--- config.mk ---
export PLATFORM = sky130hd
export DESIGN_NAME = parking_gate_arbiter
export DESIGN_NICKNAME = d
export VERILOG_FILES = /design/src/rtl/parking_gate_arbiter.sv
export SDC_FILE = /design/constraint.sdc
export NUM_CORES = 1
export LEC_CHECK = 0
export CORE_MARGIN = 2
export CORE_UTILIZATION = 30
export CTS_CLUSTER_SIZE = 20
export DETAILED_ROUTE_END_ITERATION = 10
export PLACE_DENSITY = 0.49
export SYNTH_ARGS = -nofsm -noshare
export SYNTH_HDL_FRONTEND = slang
export SYNTH_SLANG_ARGS = --single-unit
--- constraint.sdc ---
create_clock -name clk -period 2.27 [get_ports clk]
set_input_delay 0.3405 -clock clk [delete_from_list [all_inputs] [get_ports clk]]
set_output_delay 0.3405 -clock clk [all_outputs]
set_load 0.03 [all_outputs]
--- src/rtl/parking_gate_arbiter.sv ---
// ---------------------------------------------------------------------------
// parking_gate_arbiter
//
// Purpose:
//   Shares the lot's single barrier lane and occupancy counter between the
//   entry and exit gate FSMs. At most one barrier is open at a time. When
//   both gates contend, they are served round-robin. Entry is blocked when
//   the lot is full and exit is blocked when it is empty. This block holds
//   the authoritative occupancy count.
//
// Ports:
//   clk         in   1      system clock, rising edge
//   reset       in   1      asynchronous active-high reset
//   entry_req   in   1      level: a vehicle is waiting at the entry gate
//   exit_req    in   1      level: a vehicle is waiting at the exit gate
//   entry_pass  in   1      1-cycle pulse: a vehicle cleared the entry barrier
//   exit_pass   in   1      1-cycle pulse: a vehicle cleared the exit barrier
//   entry_open  out  1      registered: entry barrier open
//   exit_open   out  1      registered: exit barrier open
//   count       out  CNT_W  registered occupancy
//   full        out  1      count == CAPACITY
//   empty       out  1      count == 0
//   abort       out  1      registered 1-cycle pulse when a barrier times out
//
// Optional feature (macro PARK_STATS_EN):
//   in_total[15:0]    wrapping count of counted entry passes
//   out_total[15:0]   wrapping count of counted exit passes
//   abort_total[7:0]  count of abort pulses, saturating at 255
// ---------------------------------------------------------------------------
module parking_gate_arbiter #(
    parameter int unsigned CAPACITY = 15,
    parameter int unsigned CNT_W    = 4,
    parameter int unsigned TIMEOUT  = 8
) (
    input  logic             clk,
    input  logic             reset,
    input  logic             entry_req,
    input  logic             exit_req,
    input  logic             entry_pass,
    input  logic             exit_pass,
    output logic             entry_open,
    output logic             exit_open,
    output logic [CNT_W-1:0] count,
    output logic             full,
    output logic             empty,
    output logic             abort
`ifdef PARK_STATS_EN
    ,
    output logic [15:0]      in_total,
    output logic [15:0]      out_total,
    output logic [7:0]       abort_total
`endif
);

    localparam int unsigned TMR_W = $clog2(TIMEOUT);

    typedef enum logic [1:0] {IDLE, OPEN_IN, OPEN_OUT} state_t;

    state_t             state_q, state_d;
    logic [CNT_W-1:0]   count_q, count_d;
    logic [TMR_W-1:0]   timer_q, timer_d;
    logic               last_in_q, last_in_d;   // 1: last grant was entry
    logic               abort_q, abort_d;
    logic               entry_open_q, exit_open_q;
    logic               elig_in, elig_out;

    assign full    = (count_q == CNT_W'(CAPACITY));
    assign empty   = (count_q == '0);
    assign elig_in  = entry_req & ~full;
    assign elig_out = exit_req & ~empty;

    assign entry_open = entry_open_q;
    assign exit_open  = exit_open_q;
    assign count      = count_q;
    assign abort      = abort_q;

`ifdef PARK_STATS_EN
    logic inc_evt, dec_evt;
`endif

    always_comb begin
        state_d   = state_q;
        count_d   = count_q;
        timer_d   = timer_q;
        last_in_d = last_in_q;
        abort_d   = 1'b0;
`ifdef PARK_STATS_EN
        inc_evt   = 1'b0;
        dec_evt   = 1'b0;
`endif
        case (state_q)
            IDLE: begin
                timer_d = '0;
                // On a tie, grant the side opposite to the previous grant.
                if (elig_in && (!elig_out || !last_in_q)) begin
                    state_d = OPEN_IN;
                end else if (elig_out) begin
                    state_d = OPEN_OUT;
                end
            end
            OPEN_IN: begin
                timer_d = timer_q + TMR_W'(1);
                if (entry_pass) begin
                    if (count_q != CNT_W'(CAPACITY)) begin
                        count_d = count_q + CNT_W'(1);
`ifdef PARK_STATS_EN
                        inc_evt = 1'b1;
`endif
                    end
                    last_in_d = 1'b1;
                    timer_d   = '0;
                    state_d   = IDLE;
                end else if (timer_q == TMR_W'(TIMEOUT - 1)) begin
                    abort_d   = 1'b1;
                    last_in_d = 1'b1;
                    timer_d   = '0;
                    state_d   = IDLE;
                end
            end
            OPEN_OUT: begin
                timer_d = timer_q + TMR_W'(1);
                if (exit_pass) begin
                    if (count_q != '0) begin
                        count_d = count_q - CNT_W'(1);
`ifdef PARK_STATS_EN
                        dec_evt = 1'b1;
`endif
                    end
                    last_in_d = 1'b0;
                    timer_d   = '0;
                    state_d   = IDLE;
                end else if (timer_q == TMR_W'(TIMEOUT - 1)) begin
                    abort_d   = 1'b1;
                    last_in_d = 1'b0;
                    timer_d   = '0;
                    state_d   = IDLE;
                end
            end
            default: begin
                state_d = IDLE;
                timer_d = '0;
            end
        endcase
    end

    always_ff @(posedge clk or posedge reset) begin
        if (reset) begin
            state_q      <= IDLE;
            count_q      <= '0;
            timer_q      <= '0;
            last_in_q    <= 1'b0;
            abort_q      <= 1'b0;
            entry_open_q <= 1'b0;
            exit_open_q  <= 1'b0;
        end else begin
            state_q      <= state_d;
            count_q      <= count_d;
            timer_q      <= timer_d;
            last_in_q    <= last_in_d;
            abort_q      <= abort_d;
            // Open flags mirror the next state so they leave the flop directly.
            entry_open_q <= (state_d == OPEN_IN);
            exit_open_q  <= (state_d == OPEN_OUT);
        end
    end

`ifdef PARK_STATS_EN
    logic [15:0] in_total_q, in_total_d, out_total_q, out_total_d;
    logic [7:0]  abort_total_q, abort_total_d;

    always_comb begin
        in_total_d    = in_total_q + (inc_evt ? 16'd1 : 16'd0);
        out_total_d   = out_total_q + (dec_evt ? 16'd1 : 16'd0);
        abort_total_d = abort_total_q;
        if (abort_d && abort_total_q != '1) begin
            abort_total_d = abort_total_q + 8'd1;
        end
    end

    always_ff @(posedge clk or posedge reset) begin
        if (reset) begin
            in_total_q    <= '0;
            out_total_q   <= '0;
            abort_total_q <= '0;
        end else begin
            in_total_q    <= in_total_d;
            out_total_q   <= out_total_d;
            abort_total_q <= abort_total_d;
        end
    end

    assign in_total    = in_total_q;
    assign out_total   = out_total_q;
    assign abort_total = abort_total_q;
`endif

endmodule
Yosys cells after proc, flatten, opt, wreduce, memory -nomap -nowiden
Index checks and enable logic that the tools add are counted.
W data, S select, Z words.
Operators by class
  add/subtract/negate cells: 3
  equality and inequality tests: 13
  muxes and demuxes: 24
  bitwise logic cells: 4
  reduce and logical (&&, ||, !) cells: 10
Operators by type and width (number)
  $mux W4: 4
  $mux W2: 5
  $mux W3: 3
  $ne A2 B2 Y1 const B: 4
  $pmux W4 S2: 1
  $mux W1: 7
  $ne A3 B3 Y1 const B: 2
  $pmux W2 S3: 1
  $pmux W3 S2: 1
  $reduce_and A5 Y1: 1
  $add A4 B1 Y4 const B: 1
  $eq A2 B1 Y1 const B: 2
  $eq A2 B2 Y1 const B: 2
  $eq A4 B4 Y1 const B: 1
  $logic_not A4 Y1: 1
  $ne A4 B4 Y1 const B: 1
  $pmux W1 S2: 2
  $reduce_bool A4 Y1: 1
  $sub A4 B1 Y4 const B: 1
  $add A3 B1 Y3 const B: 1
  $eq A3 B3 Y1 const B: 1
  $reduce_and A3 Y1: 1
  $and A1 B1 Y1: 2
  $logic_not A1 Y1: 2
  other kinds (5): 6
Word-level totals
  register bits: 13
  bits of input ports: 6
  output and inout bits: 9
  logic and storage cells: 61

Longest topological paths before layout
Gate-level depths: netlist (run 1).
  word-level depth: 9
  mapped depth: 8

Worst setup path after synthesis (run 1)
OpenSTA, ideal clock, no wires.
  kind: reg-to-reg
  start: register count_q[3], in the netlist count[3]
  end: register count_q[2], in the netlist count[2]
  setup time: 0.125 ns
  data arrival time: 1.730 ns
  data required time: 2.145 ns
  setup slack: 0.415 ns
  stages on the path, launching flop included: 5
  period minus slack after synthesis: 1.855 ns
  cell sequence: dfrtp_1 -> nor4_4 -> a22o_4 -> a211oi_4 -> mux2_4
On the way
  word-level cells in the longest chain between the ends: 3
Ends and longest elaborated chain
  from (decl): line 60  | logic [CNT_W-1:0] count_q, count_d;
  from (signal assigned): line 157  | count_q <= count_d;
  $ne A4 B4 Y1 or $reduce_bool A4 Y1 (tied branches): line 104, 123
  $ne A2 B2 Y1 (no line)
  $reduce_and A5 Y1 (no line) *
Every way passes the cells marked *; elsewhere a longest branch is shown, timed or not.
A chain may end at the register's enable or synchronous reset.

Worst setup path in the final report (run 1)
  start: register count_q[3], in the netlist count[3]
  end: output empty
On the way
  word-level cells in the longest chain between the ends: 1
Ends and longest elaborated chain
  $logic_not A4 Y1: line 68  | assign empty = (count_q == '0);
  to (decl): line 45  | output logic empty,
Every way passes these cells.

==> results.sh, run 1 <==
export IMPL_status="finished, final reports clean"
export IMPL_cp_end_kind="output pin"
export IMPL_num_rows=18
export IMPL_insertion_delay_ns=0.27
export IMPL_synth_edff_count=0
export IMPL_synth_area_top_cells="dfrtp_1 (42%), ha_1 (14%), xnor2_1 (4.5%)"
export IMPL_core_um2=2480
export IMPL_rrSetupSlack_ns=0.28
export IMPL_synthArstFlopShare_pct=100
export IMPL_dominantRegCellSynth="dfrtp_1"
export IMPL_min_period_ns=2.18
export IMPL_grt_overflow=0
export IMPL_ios=15
export IMPL_cts_repair_resize_count=0
export IMPL_portBuffers=14
export IMPL_ir_drop_v=0.000605
export IMPL_fmax_mhz=460
export IMPL_synth_distinct_cells=26
export IMPL_nFillCells=254
export IMPL_dp_hpwl_um=1160
export IMPL_avgSynthCellArea_um2=11.7
export IMPL_grt_max_degree=14
export IMPL_final_layout_size_suffix_gt1_share_pct=15.3
export IMPL_maxSlewViolCount=0
export IMPL_hold_path_class="input pin to asynchronous set/reset pin"
export IMPL_critPathArrivalTime_ns=1.84
export IMPL_numCtsBuffers=3
export IMPL_num_antenna_cells=0
export IMPL_cts_tree="done"
export IMPL_fin_tns_setup_ns=0
export IMPL_num_vias=543
export IMPL_post_route_drc_count=0
export IMPL_yosys_top_cells_count="dfrtp_1 (13), ha_1 (9), inv_1 (7)"
export IMPL_die_area_um2=3030
export IMPL_ys_warn_count=0
export IMPL_m1WireLength_um=698
export IMPL_dr_pass1_iters=4
export IMPL_netlist_area_um2=782
export IMPL_htreeDepth=1
export IMPL_die_y_um=55.1
export IMPL_setup_violations_final=0
export IMPL_antenna_found_initial=0
export IMPL_r2r_start="state_q[0]"
export IMPL_p_per_area_nw_per_um2=1390
export IMPL_grtUsageTotal_pct=11.5
export IMPL_clock_root_buffer="clkbuf_4"
export IMPL_viasPerCell=4.72
export IMPL_met3_length_um=54
export IMPL_post_synth_top_count_cell="dfrtp_1"
export IMPL_p_comb_share_pct=58.4
export IMPL_path_clk_slew_ns=0.09
export IMPL_clkSinkCount=13
export IMPL_initial_utilization_pct=31.6
export IMPL_worstRegToRegCells=6
export IMPL_crit_type="register to output pin"
export IMPL_postCtsSetupRepairBufs=0
export IMPL_slew_limit_headroom_pct=65.4
export IMPL_clockBufferDepth=2
export IMPL_synthCells=67
export IMPL_crit_path_start="count[3]"
export IMPL_swShare_pct=44.3
export IMPL_pwr_share_seq_pct=30.9
export IMPL_wl_per_cell_um=12.4
export IMPL_synthDominantCellAreaShare_pct=41.6
export IMPL_crit_path_start_kind="register"
export IMPL_final_antenna_net_count=0
export IMPL_fin_skew_ns=0.00541
export IMPL_first_global_vias=557
export IMPL_p_clk_share_pct=10.7
export IMPL_fin_util_pct=39.8
export IMPL_wirelength_um=1420
export IMPL_ys_ff_latch=13
export IMPL_dieWidth_um=55.1
export IMPL_cts_hold_buffers_added=0
export IMPL_dr_max_layer_used="met4"
export IMPL_seq_area_frac_synth_pct=41.6
export IMPL_wl_met2_um=654
export IMPL_setup_ws_ns=0.0939
export IMPL_pre_cts_ws_ns=0.296
export IMPL_layout_nets=102
export IMPL_p_leak_nw=0.467
export IMPL_internal_power_mw=0.761
export IMPL_maxCapViolCount=0
export IMPL_crit_fanout=4
export IMPL_area_growth_pct=26.1
export IMPL_tightestPinTransition_ns=0.518
export IMPL_crit_required_ns=1.93
export IMPL_place_congestion=0.705
export IMPL_period_share_pct=95.9
export IMPL_rsz0062_at_grt="false"
export IMPL_grt_pass1_wl_um=2400
export IMPL_power_switching_mw=0.606
export IMPL_synth_largest_area_cell="dfrtp_1"
export IMPL_finalHoldViolCount=0
export IMPL_syn_nets=83
export IMPL_drtIter0Drc=4
state kept, by name, indices dropped and copies added, names as in the netlist:
name and flops:
state_q 2, exit_open 1, last_in_q 1, abort 1, timer_q 3, entry_open 1
count 4
placed cells by master, fill, tap and decap left out, types with 2 or more instances in the layout:
cell type / Yosys / routed
ha_1: 9 / 9
nand2_1: 4 / 4
nor2_1: 4 / 4
inv_1: 7 / 7
o21ai_0: 3 / 3
dfrtp_1: 13 / 13
clkdlybuf4s50_1: 0 / 14
xnor2_1: 4 / 4
a21oi_1: 2 / 2
and3_1: 3 / 3
nor3_1: 2 / 2
clkbuf_4: 0 / 3
power by group through the flow:
stage | combinational (mW) | clock, mW | sequential (mW)
after floorplan | 0.494 | 0 | 0.513
after global placement | 0.810 | 0 | 0.427
after detailed placement | 0.808 | 0 | 0.428
after global routing | 0.882 | 0.161 | 0.438
final | 0.798 | 0.147 | 0.422
after CTS | 0.811 | 0.149 | 0.423
per-stage QoR:
stage	instance area (um^2)	cells	total power [mW]	hold slack, ns
2_1_floorplan	782	67	1.01	0.217
3_3_place_gp	960	111	1.24	0.433
3_5_place_dp	960	111	1.24	0.432
4_1_cts	986	115	1.38	0.425
5_1_grt	986	115	1.48	0.462
6_report	986	115	1.37	0.394
metal layers:
metal / up-vias / global-route usage (%)
li1: 272 / -
met1: 262 / 14.4
met2: 7 / 18.5
met3: 2 / 2.42
met4: 0 / 6.10
met5: - / 0
critical path, stage by stage (launching register included):
cell	delay (ns)
dfrtp_1	0.45
nor4_4	0.38
clkdlybuf4s50_1	0.74
path summary, 6_finish.rpt:
| kind | endpoint |
|---|---|
| worst min register to register | timer_q[0] |
| worst max register to register | count[2] |
| min in group clk | timer_q[0] |
| worst min-delay path | timer_q[2] |
| worst max-delay path | empty |
| max in group asynchronous | state_q[0] |
final cells by class:
class / instances / area, um^2 / share of cell area [%]
multi-input combinational: 47 / 430 / 43.7
sequential: 13 / 325 / 33.0
clock buffer: 4 / 26.3 / 2.66
tap: 30 / 37.5 / 3.81
inverter: 7 / 26.3 / 2.66
timing repair buffer: 14 / 140 / 14.2
cells by family (layout without fill, tap and decap cells):
logic type | Yosys count | after routing | share of synthesized area, %
and+or+nand+nor | 19 | 19 | 15.8
AOI/OAI and AO/OA | 13 | 13 | 15.8
DFF | 13 | 13 | 41.6
adders and majority gates | 10 | 10 | 17.0
buffers and inverters | 7 | 25 | 3.36
xor gates and xnor gates | 4 | 4 | 4.48
muxes | 1 | 1 | 1.92
No activity file was read; power rests on OpenSTA's default activity.
==> run 2: changes to the inputs <==
- CORE_UTILIZATION: 30 -> 59
- DONT_BUFFER_PORTS: default -> 1
- PLACE_DENSITY: 0.49 -> 0.73
==> run 2 against run 1 <==
Compared with the run above: total power fell by 7.7%; via count fell by 5.9%; clock skew shrank 0.00069 ns; register-to-register slack worse by 0.07 ns; clock power decreased by 3%; clock-buffer cell count stayed put; worst setup slack better by 0.12 ns; largest cell class unchanged; combinational power fell by 26%; hold slack worse by 0.089 ns; critical path type is now register to register; sequential cell count did not move; non-clock buffer count decreased by 12.
==> results.sh, run 2 (synthesized netlist as in run 1, its figures left out) <==
export IMPL_pwr_share_seq_pct=42.1
export IMPL_final_common_cell="dfrtp_1"
export IMPL_clock_root_buffer="clkbuf_4"
export IMPL_dr_pass1_iters=4
export IMPL_grtUsageTotal_pct=21.5
export IMPL_num_rows=13
export IMPL_finalHoldViolCount=0
export IMPL_num_antenna_cells=0
export IMPL_clockBufferDepth=2
export IMPL_maxCapViolCount=0
export IMPL_fin_tns_setup_ns=0
export IMPL_maxSlewViolCount=0
export IMPL_place_congestion=0.760
export IMPL_crit_path_start="state_q[0]"
export IMPL_crit_path_start_kind="register"
export IMPL_internal_power_mw=0.660
export IMPL_numCtsBuffers=3
export IMPL_use_met2_pct=32.1
export IMPL_setup_violations_final=0
export IMPL_final_cell_mix="dfrtp_1 (13), ha_1 (9), inv_1 (7)"
export IMPL_die_area_um2=1630
export IMPL_initial_utilization_pct=61.6
export IMPL_viasPerCell=5.81
export IMPL_first_global_vias=476
export IMPL_die_y_um=40.4
export IMPL_hold_path_startpoint="exit_pass"
export IMPL_fin_skew_ns=0.00472
export IMPL_cp_end_kind="register"
export IMPL_rsz0062_at_grt="false"
export IMPL_grt_overflow=0
export IMPL_antenna_found_initial=0
export IMPL_final_cell_area_um2=845
export IMPL_postCtsSetupRepairBufs=0
export IMPL_layout_nets=90
export IMPL_power_switching_mw=0.601
export IMPL_grt_pass1_wl_um=2210
export IMPL_path_clk_slew_ns=0.08
export IMPL_min_period_ns=2.06
export IMPL_tightestPinTransition_ns=0.490
export IMPL_fmax_mhz=486
export IMPL_use_met1_pct=26.8
export IMPL_cts_tree="done"
export IMPL_crit_top_cell="inv_1"
export IMPL_crit_type="register to register"
export IMPL_cts_repair_resize_count=0
export IMPL_wl_per_cell_um=15.5
export IMPL_post_dp_cell_area_um2=808
export IMPL_ios=15
export IMPL_period_share_pct=90.6
export IMPL_post_route_drc_count=0
export IMPL_final_antenna_net_count=0
export IMPL_crit_required_ns=2.44
export IMPL_p_leak_nw=0.424
export IMPL_critPathArrivalTime_ns=2.22
export IMPL_ir_drop_v=0.000913
export IMPL_swShare_pct=47.6
export IMPL_slowest_stage="dfrtp_1"
export IMPL_use_met3_pct=8.33
export IMPL_worstPathCellList="inv_1 > ha_1 > inv_1 > o22ai_2 > a211oi_4 > mux2_4"
export IMPL_hold_path_class="input pin to register"
export IMPL_slew_limit_headroom_pct=67.3
export IMPL_portBuffers=0
export IMPL_core_um2=1270
export IMPL_p_comb_share_pct=46.6
export IMPL_final_layout_size_suffix_gt1_share_pct=19.2
export IMPL_status="finished, final reports clean"
export IMPL_p_per_area_nw_per_um2=1490
export IMPL_drtIter0Drc=8
export IMPL_largest_reg_flops=4
export IMPL_critPathBufInv=2
export IMPL_p_clk_share_pct=11.2
export IMPL_crit_fanout=6
export IMPL_grt_busiest_layer="met2"
export IMPL_r2r_start="state_q[0]"
export IMPL_dieWidth_um=40.4
export IMPL_insertion_delay_ns=0.28
export IMPL_clkSinkCount=13
export IMPL_num_vias=511
export IMPL_htreeDepth=1
export IMPL_wirelength_um=1360
export IMPL_slowest_delay_ns=0.43
export IMPL_grt_max_degree=14
export IMPL_area_growth_pct=8.00
export IMPL_crit_family="compound AO/OA/AOI/OAI gates"
export IMPL_dp_hpwl_um=1020
## run 2: cell count changes in the layout (fill, tap and decap cells not counted), sizes merged
cell           change
buf                +1
clkdlybuf4s50     -14
dlygate4sd3        +1
## run 2: path summary, 6_finish.rpt
path / to / slack (ns) / cells past startpoint
setup reg to reg: count[2] / 0.21 / 6
hold / removal: timer_q[0] / 0.31 / 3
hold reg to reg: timer_q[0] / 0.44 / 1
max in group asynchronous: state_q[1] / 1.43 / 2
min in group asynchronous: abort / 0.51 / 2
setup / recovery: count[2] / 0.21 / 6
## run 2: area by class of cell
type | instances | area, um^2
Inverter | 7 | 26.3
Timing Repair Buffer | 2 | 17.5
Multi-Input combinational cell | 47 | 430
Fill cell | 94 | 424
Clock buffer | 4 | 26.3
Tap cell | 15 | 18.8
Sequential cell | 13 | 325
## run 2: power groups by stage
stage,combinational [mW],clock (mW),sequential (mW)
after CTS,0.591,0.145,0.531
after global placement,0.559,0,0.534
after detailed placement,0.581,0,0.536
final,0.588,0.142,0.531
after floorplan,0.494,0,0.513
after global routing,0.663,0.159,0.545
## run 2: worst register-to-register path, delay by kind of cell, from the launching register on
kind	cells	cell delay, ns
compound gates	2	0.55
flops	1	0.43
fa+ha+maj	1	0.31
buf+inv	2	0.33
mux	1	0.33
## run 2: through the flow
stage                     utilization (%)  total power, mW  instances  hold slack, ns  worst slack, ns
after floorplan                         -             1.01         67           0.217            0.415
after global placement               63.7             1.09         83           0.275            0.300
after detailed placement             63.7             1.12         83           0.276            0.261
after CTS                            66.6             1.27         88           0.303            0.233
after global routing                 66.6             1.37         88           0.310           0.0996
final                                66.6             1.26         88           0.305            0.214
## run 2: timing repair
item	in CTS	in global routing
endpoints found under the setup margin	0	0
hold buffers	1	0
endpoints found under the hold margin	13	0
## run 2: routing by layer
metal  share of wire, %  vias up
met4                2.2        0
met1                 44      251
met3                5.7        4
li1                   -      246
met2                 48       10
met5                  0        -
